**config.mk**
```make
export PLATFORM = sky130hd
export DESIGN_NAME = muldiv_sequencer
export DESIGN_NICKNAME = d
export VERILOG_FILES = /design/src/rtl/muldiv_sequencer.sv
export SDC_FILE = /design/constraint.sdc
export NUM_CORES = 1
export LEC_CHECK = 0
export CAP_MARGIN = 20
export CORE_MARGIN = 5
export CORE_UTILIZATION = 35
export CTS_BUF_LIST = sky130_fd_sc_hd__clkbuf_16
export CTS_CLUSTER_DIAMETER = 150
export DETAILED_ROUTE_END_ITERATION = 7
export PLACE_DENSITY = 0.62
export SETUP_SLACK_MARGIN = 0.3
export SKIP_LAST_GASP = 1
export SLEW_MARGIN = 20
export SYNTH_ARGS = -nofsm -noshare
export SYNTH_HDL_FRONTEND = slang
export SYNTH_SLANG_ARGS = --single-unit
export TNS_END_PERCENT = 30
```
**constraint.sdc**
```tcl
create_clock -name clk -period 5.59 [get_ports clk]
set_input_delay 1.677 -clock clk [delete_from_list [all_inputs] [get_ports clk]]
set_output_delay 1.677 -clock clk [all_outputs]
set_load 0.01 [all_outputs]
```
**src/rtl/muldiv_sequencer.sv**
```systemverilog
// -----------------------------------------------------------------------------
// muldiv_sequencer
//
// Iterative signed multiply/divide engine that owns the HI/LO result registers.
// The control unit pulses `start` with the rs/rt operands. The engine works on
// operand magnitudes, one bit per cycle: shift-add for MULT, restoring division
// for DIV. A single FIX cycle then applies sign correction and writes HI/LO.
// Completion, or an immediate divide-by-zero, is reported with a one-cycle
// `done`.
//
// Ports
//   clk       : clock; all state changes on the rising edge
//   reset     : synchronous, active-low
//   start     : request pulse, accepted only while idle
//   op        : 0 = MULT, 1 = DIV (sampled with start)
//   src_a     : rs, multiplicand / dividend (two's complement)
//   src_b     : rt, multiplier / divisor (two's complement)
//   busy      : high in every state except IDLE
//   done      : one-cycle completion pulse
//   div_zero  : coincident with done when a DIV had a zero divisor
//   hi_out    : HI register (MULT upper product / DIV remainder)
//   lo_out    : LO register (MULT lower product / DIV quotient)
// -----------------------------------------------------------------------------
module muldiv_sequencer #(
    parameter int WIDTH = 32
) (
    input  logic             clk,
    input  logic             reset,
    input  logic             start,
    input  logic             op,
    input  logic [WIDTH-1:0] src_a,
    input  logic [WIDTH-1:0] src_b,
    output logic             busy,
    output logic             done,
    output logic             div_zero,
    output logic [WIDTH-1:0] hi_out,
    output logic [WIDTH-1:0] lo_out
);

    localparam int CNT_W = $clog2(WIDTH + 1);
    localparam logic [CNT_W-1:0] LAST_ITER = CNT_W'(WIDTH - 1);

    typedef enum logic [2:0] {
        IDLE,
        MULT,
        DIV,
        FIX,
        DONE
    } state_t;

    state_t state, state_next;

    logic [CNT_W-1:0]   cnt;
    logic               op_div;
    logic               sign_a;
    logic               sign_b;
    logic               dz_flag;
    logic [WIDTH-1:0]   mag_a;
    logic [WIDTH-1:0]   mag_b;
    logic [2*WIDTH-1:0] acc;

    logic signed [WIDTH-1:0] a_signed;
    logic signed [WIDTH-1:0] b_signed;

    logic               accept;
    logic               last_iter;
    logic [WIDTH:0]     mult_sum;
    logic [2*WIDTH-1:0] mult_next;
    logic [WIDTH:0]     div_shift;
    logic [WIDTH:0]     div_trial;
    logic [WIDTH-1:0]   div_rem;
    logic [2*WIDTH-1:0] div_next;
    logic [2*WIDTH-1:0] product;
    logic [WIDTH-1:0]   fix_hi;
    logic [WIDTH-1:0]   fix_lo;

    // |v| as an unsigned value; the most negative input maps to 2^(WIDTH-1),
    // which still fits in WIDTH unsigned bits.
    function automatic logic [WIDTH-1:0] magnitude(input logic signed [WIDTH-1:0] v);
        return (v < 0) ? $unsigned(-v) : $unsigned(v);
    endfunction

    function automatic logic [WIDTH-1:0] neg_if(input logic [WIDTH-1:0] v, input logic neg);
        return neg ? -v : v;
    endfunction

    function automatic logic [2*WIDTH-1:0] neg_if_wide(input logic [2*WIDTH-1:0] v,
                                                       input logic neg);
        return neg ? -v : v;
    endfunction

    assign a_signed  = $signed(src_a);
    assign b_signed  = $signed(src_b);
    assign accept    = (state == IDLE) && start;
    assign last_iter = (cnt == LAST_ITER);

    // Shift-add step: low half holds the remaining multiplier bits, high half
    // the partial product. Add the multiplicand when the current multiplier
    // bit is set, then shift the whole accumulator right by one.
    assign mult_sum  = {1'b0, acc[2*WIDTH-1:WIDTH]} + (acc[0] ? {1'b0, mag_a} : '0);
    assign mult_next = {mult_sum, acc[WIDTH-1:1]};

    // Restoring division step: high half is the partial remainder, low half
    // shifts out dividend bits and shifts in quotient bits. The remainder is
    // always below the divisor, so the shifted value fits in WIDTH+1 bits and
    // bit WIDTH of the trial difference is its sign.
    assign div_shift = {acc[2*WIDTH-1:WIDTH], acc[WIDTH-1]};
    assign div_trial = div_shift - {1'b0, mag_b};
    assign div_rem   = div_trial[WIDTH] ? div_shift[WIDTH-1:0] : div_trial[WIDTH-1:0];
    assign div_next  = {div_rem, acc[WIDTH-2:0], ~div_trial[WIDTH]};

    // Sign correction: quotient negative when signs differ, remainder follows
    // the dividend (truncation toward zero).
    assign product = neg_if_wide(acc, sign_a ^ sign_b);

    always_comb begin
        fix_hi = '0;
        fix_lo = '0;
        if (op_div) begin
            fix_hi = neg_if(acc[2*WIDTH-1:WIDTH], sign_a);
            fix_lo = neg_if(acc[WIDTH-1:0], sign_a ^ sign_b);
        end else begin
            fix_hi = product[2*WIDTH-1:WIDTH];
            fix_lo = product[WIDTH-1:0];
        end
    end

    always_ff @(posedge clk) begin
        if (!reset) begin
            state <= IDLE;
        end else begin
            state <= state_next;
        end
    end

    always_comb begin
        state_next = state;
        busy       = (state != IDLE);
        done       = 1'b0;
        div_zero   = 1'b0;
        case (state)
            IDLE: begin
                if (start) begin
                    if (!op) begin
                        state_next = MULT;
                    end else if (src_b == '0) begin
                        state_next = DONE;
                    end else begin
                        state_next = DIV;
                    end
                end
            end
            MULT, DIV: begin
                if (last_iter) begin
                    state_next = FIX;
                end
            end
            FIX: begin
                state_next = DONE;
            end
            DONE: begin
                done       = 1'b1;
                div_zero   = dz_flag;
                state_next = IDLE;
            end
            default: begin
                state_next = IDLE;
            end
        endcase
    end

    always_ff @(posedge clk) begin
        if (!reset) begin
            cnt     <= '0;
            op_div  <= 1'b0;
            sign_a  <= 1'b0;
            sign_b  <= 1'b0;
            dz_flag <= 1'b0;
        end else if (accept) begin
            cnt     <= '0;
            op_div  <= op;
            sign_a  <= (a_signed < 0);
            sign_b  <= (b_signed < 0);
            dz_flag <= op && (src_b == '0);
        end else if ((state == MULT) || (state == DIV)) begin
            cnt <= cnt + CNT_W'(1);
        end
    end

    // Operand magnitudes and the shared accumulator carry no reset; they are
    // always loaded on acceptance before being used.
    always_ff @(posedge clk) begin
        if (accept) begin
            mag_a <= magnitude(a_signed);
            mag_b <= magnitude(b_signed);
            acc   <= op ? {{WIDTH{1'b0}}, magnitude(a_signed)}
                        : {{WIDTH{1'b0}}, magnitude(b_signed)};
        end else if (state == MULT) begin
            acc <= mult_next;
        end else if (state == DIV) begin
            acc <= div_next;
        end
    end

    always_ff @(posedge clk) begin
        if (!reset) begin
            hi_out <= '0;
            lo_out <= '0;
        end else if (state == FIX) begin
            hi_out <= fix_hi;
            lo_out <= fix_lo;
        end
    end

endmodule
```
==> results.txt, run 1 <==
CP peak stage delay -> 0.59 ns
Post-synthesis sequential area ratio -> 36.97%
Crit path time final -> 4.509 ns
Measured slew at the worst slew-check pin -> 0.9937 ns
Largest net degree at the start of global routing -> 105
Slowest stage cell, crit path -> or4_1
Worst VDD drop -> 0.2659 mV
Worst EP required -> 5.83 ns
Synthesized area -> 14570 sq um
Residual antenna-violating net count after detailed routing -> 0
Critical path type -> input port to flip-flop
Launch point of the worst reg-to-reg path -> acc[0]
R2R Path End -> acc[62]
Top cell by count, worst path -> nand2b_1
Crit. End Element -> flip-flop
All-Layer GR Usage -> 20.00%
Post-route clock period utilization -> 80.66%
Post-DP HPWL -> 37240 um
Crit path cell chain -> clkdlybuf4s50_1 > or4_1 > nor3_1 > nand2b_1 > nand2b_1 > or3_1 > o41ai_1 > xnor2_1 > mux2i_1 > a21oi_1
Cells after Synth -> 1648
CTS hold repair buffers -> 0
Hold worst-path end -> hi_out[15]
PostCTS Resize Cnt -> 0
I/O Pins -> 135
Final nets -> 1882
Routed len/inst -> 20.98 um
Total leakage power -> 6.511 nW
Synth Register Bits -> 205
DRT iter0 DRCs -> 970
Initial antenna violation count -> 1
Clock Power Share -> 14.5%
Htree depth -> 1
Synth warn -> 0
Tot Pwr -> 0.01097 W
Synthesized Nets -> 1787
Worst Hold Launch -> hi_out[15]
Ranking of synthesized cells by area -> edfxtp_1 (26%), dfxtp_1 (11%), xnor2_1 (6.8%)
Die Y -> 214.0 um
Vias post-DR -> 12859
Reg2reg setup slack -> 1.49 ns
Die Area -> 45800 sq um
Synth Area per Inst -> 8.840 sq um
Most frequent cells in the layout -> nand2_1 (156), nor2_1 (145), clkdlybuf4s50_1 (132), edfxtp_1 (128), xnor2_1 (113)
WL final -> 48130 um
# port buffers -> 134
CTS tree -> done
CTS Root Buffer Type -> clkbuf_16
Clock slew at reported path FFs -> 0.06 ns
Clk_lat worst skew -> 0.53 ns
Clock Tree Buf Depth -> 3
Synth unique cells -> 69
Most common cell after layout, fill and taps aside -> nand2_1
Sw Pwr -> 0.005033 W
Share of Yosys cell area claimed by the top area cell type -> 26.38%
Number of enable flip-flop cells after synthesis -> 128
Data arrival, critical path -> 4.75 ns
Worst Skew -> 0.01450 ns
Reg power frac -> 29.4%
Vias per cell -> 5.605
Critical Path Fanout Max -> 6
Main flop type after synthesis -> edfxtp_1
First-pass GRT wire length -> 73580 um
Gr ovfl total -> 0
Fmax -> 221.8 MHz
Worst min path class -> flip-flop to flip-flop
Row cnt -> 74
Sw frac -> 45.87%
Ys async rst share -> 0%
Sink Count -> 205
RD Place Congestion -> 0.9120
Nature of the critical path startpoint -> input port
Slew Viols, Final -> 0
Total negative setup slack -> 0 ns
Inserted Clock Buffers -> 25
Status -> finished clean
Setup violators final -> 0
Power density over the cells -> 637.1 nW/um^2
Residual DRC count -> 0
Slew headroom -> 33.76%
Final Hold Viols -> 0
Area of the core -> 41020 sq um
Cell-internal power -> 0.005939 W
Synth area leader -> edfxtp_1
Starting Density -> 35.52%
Pre-Repair DR Iteration Count -> 5
Vias in the first global route -> 12303
Worst-case reg-to-reg path depth -> 11
Combinational cell fraction of total power -> 56.2%
Fraction of layout cells with a size suffix above 1 -> 5.168%
RSZ-0062 raised after global routing -> false
Post-CTS setup buffer count -> 0
Die W -> 214.0 um
MaxCap Viol Count -> 0
Area grow syn2layout -> 18.23%
Hold depth -> 2
[layout make-up]
type	instances	area (sq um)
Fill cell	4072	23790
Tap cell	532	665.6
Inverter	66	247.7
Sequential cell	205	5385
Clock buffer	26	650.6
Antenna cell	1	2.502
Timing Repair Buffer	151	1479
Multi-Input combinational cell	1294	8650
Clock inverter	19	142.6
[registers in the layout, indices dropped and copies added, names as in the netlist]
register	cells
acc	64
cnt	6
dz_flag	1
hi_out	32
lo_out	32
mag_a	32
mag_b	32
op_div	1
sign_a	1
sign_b	1
state	3
[layer usage]
layer  GRT usage (%)  vias up  part of all wire [%]
met5               0        -                     0
met4           6.184        0                   3.4
met3           2.654       68                   6.6
met2           34.38      401                    48
met1           26.29     6148                    42
li1                -     6242                     -
[cell families after synthesis]
| kind of cell | after synthesis | synth area share, % |
|---|---|---|
| muxes | 54 | 3.822 |
| AOI/OAI and AO/OA | 476 | 21.29 |
| adders and majority gates | 71 | 6.201 |
| xor gates and xnor gates | 181 | 10.88 |
| and+or+nand+nor | 512 | 16.98 |
| DFF | 205 | 36.97 |
| buffers and inverters | 149 | 3.856 |
[critical path, delay by kind of cell]
family,cells,cell delay [ns]
AND/OR/NAND/NOR,5,1.80
AO/OA/AOI/OAI,2,0.51
buffers and inverters,1,0.48
XOR/XNOR,1,0.15
multiplexers,1,0.14
[metrics by stage]
step | worst slack, ns | area (sq um) | instances | hold slack, ns | util (%)
global route | 0.9340 | 17220 | 2294 | 0.4666 | 41.99
finish | 1.081 | 17220 | 2294 | 0.4557 | 41.99
detailed placement | 0.5710 | 16400 | 2247 | 0.4500 | 39.98
global placement | 0.6114 | 16400 | 2247 | 0.4470 | 39.99
floorplan | 0.9839 | 14570 | 1648 | 0.4275 | -
CTS | 1.125 | 17190 | 2292 | 0.4569 | 41.92
[cells in the mapped netlist, types with 22 or more instances]
cell	n
ha_1	69
a211oi_1	58
o31ai_1	41
xnor2_1	113
edfxtp_1	128
and2_1	40
a21oi_1	106
or3_1	22
a21o_1	45
nor3_1	25
dfxtp_1	77
a31oi_1	22
nand2_1	158
nor2_1	146
xor2_1	68
nand3_1	25
inv_1	64
o21ai_0	101
clkbuf_1	75
mux2i_1	41
[power groups by stage]
stage / registers [W] / clock network [W] / logic, W
2_1_floorplan: 0.00290 / 0 / 0.00456
3_3_place_gp: 0.00323 / 0 / 0.00602
3_5_place_dp: 0.00324 / 0 / 0.00606
4_1_cts: 0.00322 / 0.00162 / 0.00610
5_1_grt: 0.00327 / 0.00167 / 0.00681
6_report: 0.00322 / 0.00159 / 0.00616
[worst max path at each step]
stage	slack [ns]	endpoint	cells after the start	startpoint
3_3_place_gp	0.61	acc[29]	10	src_b[7]
5_1_grt	0.93	acc[29]	10	src_b[7]
6_report	1.08	acc[29]	10	src_b[7]
3_5_place_dp	0.57	acc[29]	10	src_b[7]
2_1_floorplan	0.98	acc[0]	4	start
4_1_cts	1.13	acc[29]	10	src_b[7]
Power figures use the tool's default switching activity.
==> run 2, diff against run 1 <==
--- a/config.mk
+++ b/config.mk
@@ -11,7 +11,7 @@
 export CTS_BUF_LIST = sky130_fd_sc_hd__clkbuf_16
 export CTS_CLUSTER_DIAMETER = 150
 export DETAILED_ROUTE_END_ITERATION = 7
-export PLACE_DENSITY = 0.62
+export PLACE_DENSITY = 0.6
 export SETUP_SLACK_MARGIN = 0.3
 export SKIP_LAST_GASP = 1
 export SLEW_MARGIN = 20
==> constraint.sdc (replaced) <==
create_clock -name clk -period 4.4 [get_ports clk]
set_input_delay 1.32 -clock clk [delete_from_list [all_inputs] [get_ports clk]]
set_output_delay 1.32 -clock clk [all_outputs]
set_load 0.01 [all_outputs]
==> run 2 against run 1 <==
  * Wire length grew 1.8%
  * Sequential cell count unchanged
  * Register-to-register slack lost 0.99 ns
  * Global-route usage grew 0.40 points
  * Clock power rose by 20%
  * Final area rose by 1.6%
  * Total power up 29%
  * Non-clock buffer count rose by 42
  * Clock skew about the same
  * Sequential power rose by 20%
  * Final cell count up 1.7%
  * Critical endpoint is now acc[27]
==> results.txt, run 2 (synthesis gave the netlist of run 1 again) <==
Post-DP HPWL -> 37870 um (+1.7%)
CTS tree -> done
Die W -> 214.0 um (unchanged)
Htree depth -> 1 (unchanged)
Most frequent cells in the layout -> nand2_1 (156), nor2_1 (145), clkdlybuf4s50_1 (133), edfxtp_1 (128), xnor2_1 (113)
Row cnt -> 74 (unchanged)
Reg2reg setup slack -> 0.50 ns (-0.99 ns)
Clock slew at reported path FFs -> 0.06 ns (about the same)
DRT iter0 DRCs -> 1002 (+3.3%)
Reg power frac -> 27.4% (-2.0 points)
Setup violators final -> 0 (unchanged)
Vias post-DR -> 13087 (+1.8%)
Fmax -> 255.5 MHz
Routed len/inst -> 21.00 um (about the same)
Initial antenna violation count -> 0 (-1)
Critical path buffer and inverter count -> 1 (unchanged)
Crit. End Element -> flip-flop
Worst hold slack -> 0.4589 ns (+0.003143 ns)
Final Hold Viols -> 0 (unchanged)
Data arrival, critical path -> 4.16 ns (-0.59 ns)
Clk_lat worst skew -> 0.53 ns (about the same)
Nature of the critical path startpoint -> input port
Fill count -> 3990 (-2.0%)
Critical Path Fanout Max -> 5 (-1)
Power density over the cells -> 806.0 nW/um^2 (+27%)
Residual antenna-violating net count after detailed routing -> 0 (unchanged)
Die Y -> 214.0 um (unchanged)
Critical path type -> input port to flip-flop
Crit path cell chain -> clkdlybuf4s50_1 > or4_1 > nor4_1 > nand2b_1 > or3_1 > o31ai_1 > xnor2_1 > mux2i_1 > a21oi_1
Combinational cell fraction of total power -> 59.0% (+2.8 points)
Total leakage power -> 6.684 nW (+2.7%)
Slew Viols, Final -> 0 (unchanged)
Fraction of layout cells with a size suffix above 1 -> 7.111% (+1.9 points)
Worst VDD drop -> 0.4841 mV (+82%)
Worst EP required -> 4.65 ns (-1.18 ns)
Pre-Repair DR Iteration Count -> 6 (+1)
Worst min path class -> flip-flop to flip-flop
Critical path's top delay family -> simple AND/OR/NAND/NOR gates
Clock Tree Buf Depth -> 3 (unchanged)
Vias per cell -> 5.607 (about the same)
Cell-internal power -> 0.007605 W (+28%)
Measured slew at the worst slew-check pin -> 1.039 ns (+0.04534 ns)
First-pass GRT wire length -> 75290 um (+2.3%)
Starting Density -> 35.52% (unchanged)
Max FFs per register -> 64 (unchanged)
Area grow syn2layout -> 20.10%
Post-route clock period utilization -> 88.96%
Most common cell after layout, fill and taps aside -> nand2_1
Residual DRC count -> 0 (unchanged)
RD Place Congestion -> 0.9376 (+2.8%)
Status -> finished clean
MaxCap Viol Count -> 0 (unchanged)
Slew headroom -> 30.47% (-3.3 points)
Vias in the first global route -> 12706 (+3.3%)
Placed insts -> 2288 (+1.8%)
# port buffers -> 134 (unchanged)
All-Layer GR Usage -> 20.39% (+0.40 points)
Area of the core -> 41020 sq um (unchanged)
Sw frac -> 46.07% (+0.20 points)
Layout Cells excl Fill -> 2334 (+1.7%)
RSZ-0062 raised after global routing -> true
Largest net degree at the start of global routing -> 87 (-17%)
Slowest stage cell, crit path -> or4_1
Inserted Clock Buffers -> 24 (-4.0%)
Die Area -> 45800 sq um (unchanged)
Sink Count -> 205 (unchanged)
Clock Power Share -> 13.6% (-0.9 points)
CP peak stage delay -> 0.70 ns (+0.11 ns)
Crit path time final -> 3.914 ns
CTS Root Buffer Type -> clkbuf_16
Sw Pwr -> 0.006496 W (+29%)
Worst Skew -> 0.01453 ns (+0.00003600 ns)
Tot Pwr -> 0.01410 W (+29%)
Gr ovfl total -> 0 (unchanged)
I/O Pins -> 135 (unchanged)
Final nets -> 1923 (+2.2%)
WL final -> 49010 um (+1.8%)
CTS hold repair buffers -> 0 (unchanged)
Top reg by flops -> acc
## run 2: path summary, 6_finish.rpt
check	start	endpoint	cells past startpoint
worst max-delay path	src_a[17]	acc[27]	9
worst min-delay path	hi_out[3]	hi_out[3]	2
worst max register to register	acc[0]	acc[60]	12
worst min register to register	hi_out[3]	hi_out[3]	2
## run 2: area by class of cell
class	count	area (sq um)	share of cell area (%)
diodes	2	5.005	0.02861
multi-input cells	1294	8662	49.51
inverters	66	247.7	1.416
flip-flops and latches	205	5385	30.78
well taps	532	665.6	3.805
clock inverters	18	137.6	0.7867
repair buffers	193	1792	10.24
clock buffers	24	600.6	3.433
## run 2: stage by stage
step / util (%) / setup slack (ns) / setup TNS [ns] / area (sq um)
detailed placement: 40.78 / -0.04799 / -0.09488 / 16720
global route: 42.64 / 0.2820 / 0 / 17490
finish: 42.65 / 0.4856 / 0 / 17500
floorplan: - / 0.3424 / 0 / 14570
global placement: 40.78 / 0.05690 / 0 / 16720
CTS: 42.58 / 0.3739 / 0 / 17460
## run 2: tightest hold or removal path: stages, from the launching register on
cell     delay, ns
dfxtp_1       0.31
nand2_1       0.05
a21oi_1       0.05
## run 2: timing repair
item / CTS / global route
setup buffers: 0 / 2
resized for setup: 0 / 3
setup endpoints to repair: 0 / 21
## run 2: routing by layer
metal / GRT usage (%) / routed length (um) / up-vias
met5: 0 / 0 / -
met2: 34.53 / 23200 / 460
li1: - / - / 6311
met4: 7.022 / 1792 / 0
met3: 2.344 / 2849 / 79
met1: 27.19 / 21170 / 6237
## run 2: power groups by stage
| stage | clock [W] | combinational, W | sequential (W) |
|---|---|---|---|
| after detailed placement | 0 | 0.00814 | 0.00391 |
| after floorplan | 0 | 0.00579 | 0.00366 |
| after CTS | 0.00194 | 0.00819 | 0.00388 |
| final | 0.00191 | 0.00832 | 0.00387 |
| after global routing | 0.00203 | 0.00911 | 0.00392 |
| after global placement | 0 | 0.00804 | 0.00389 |
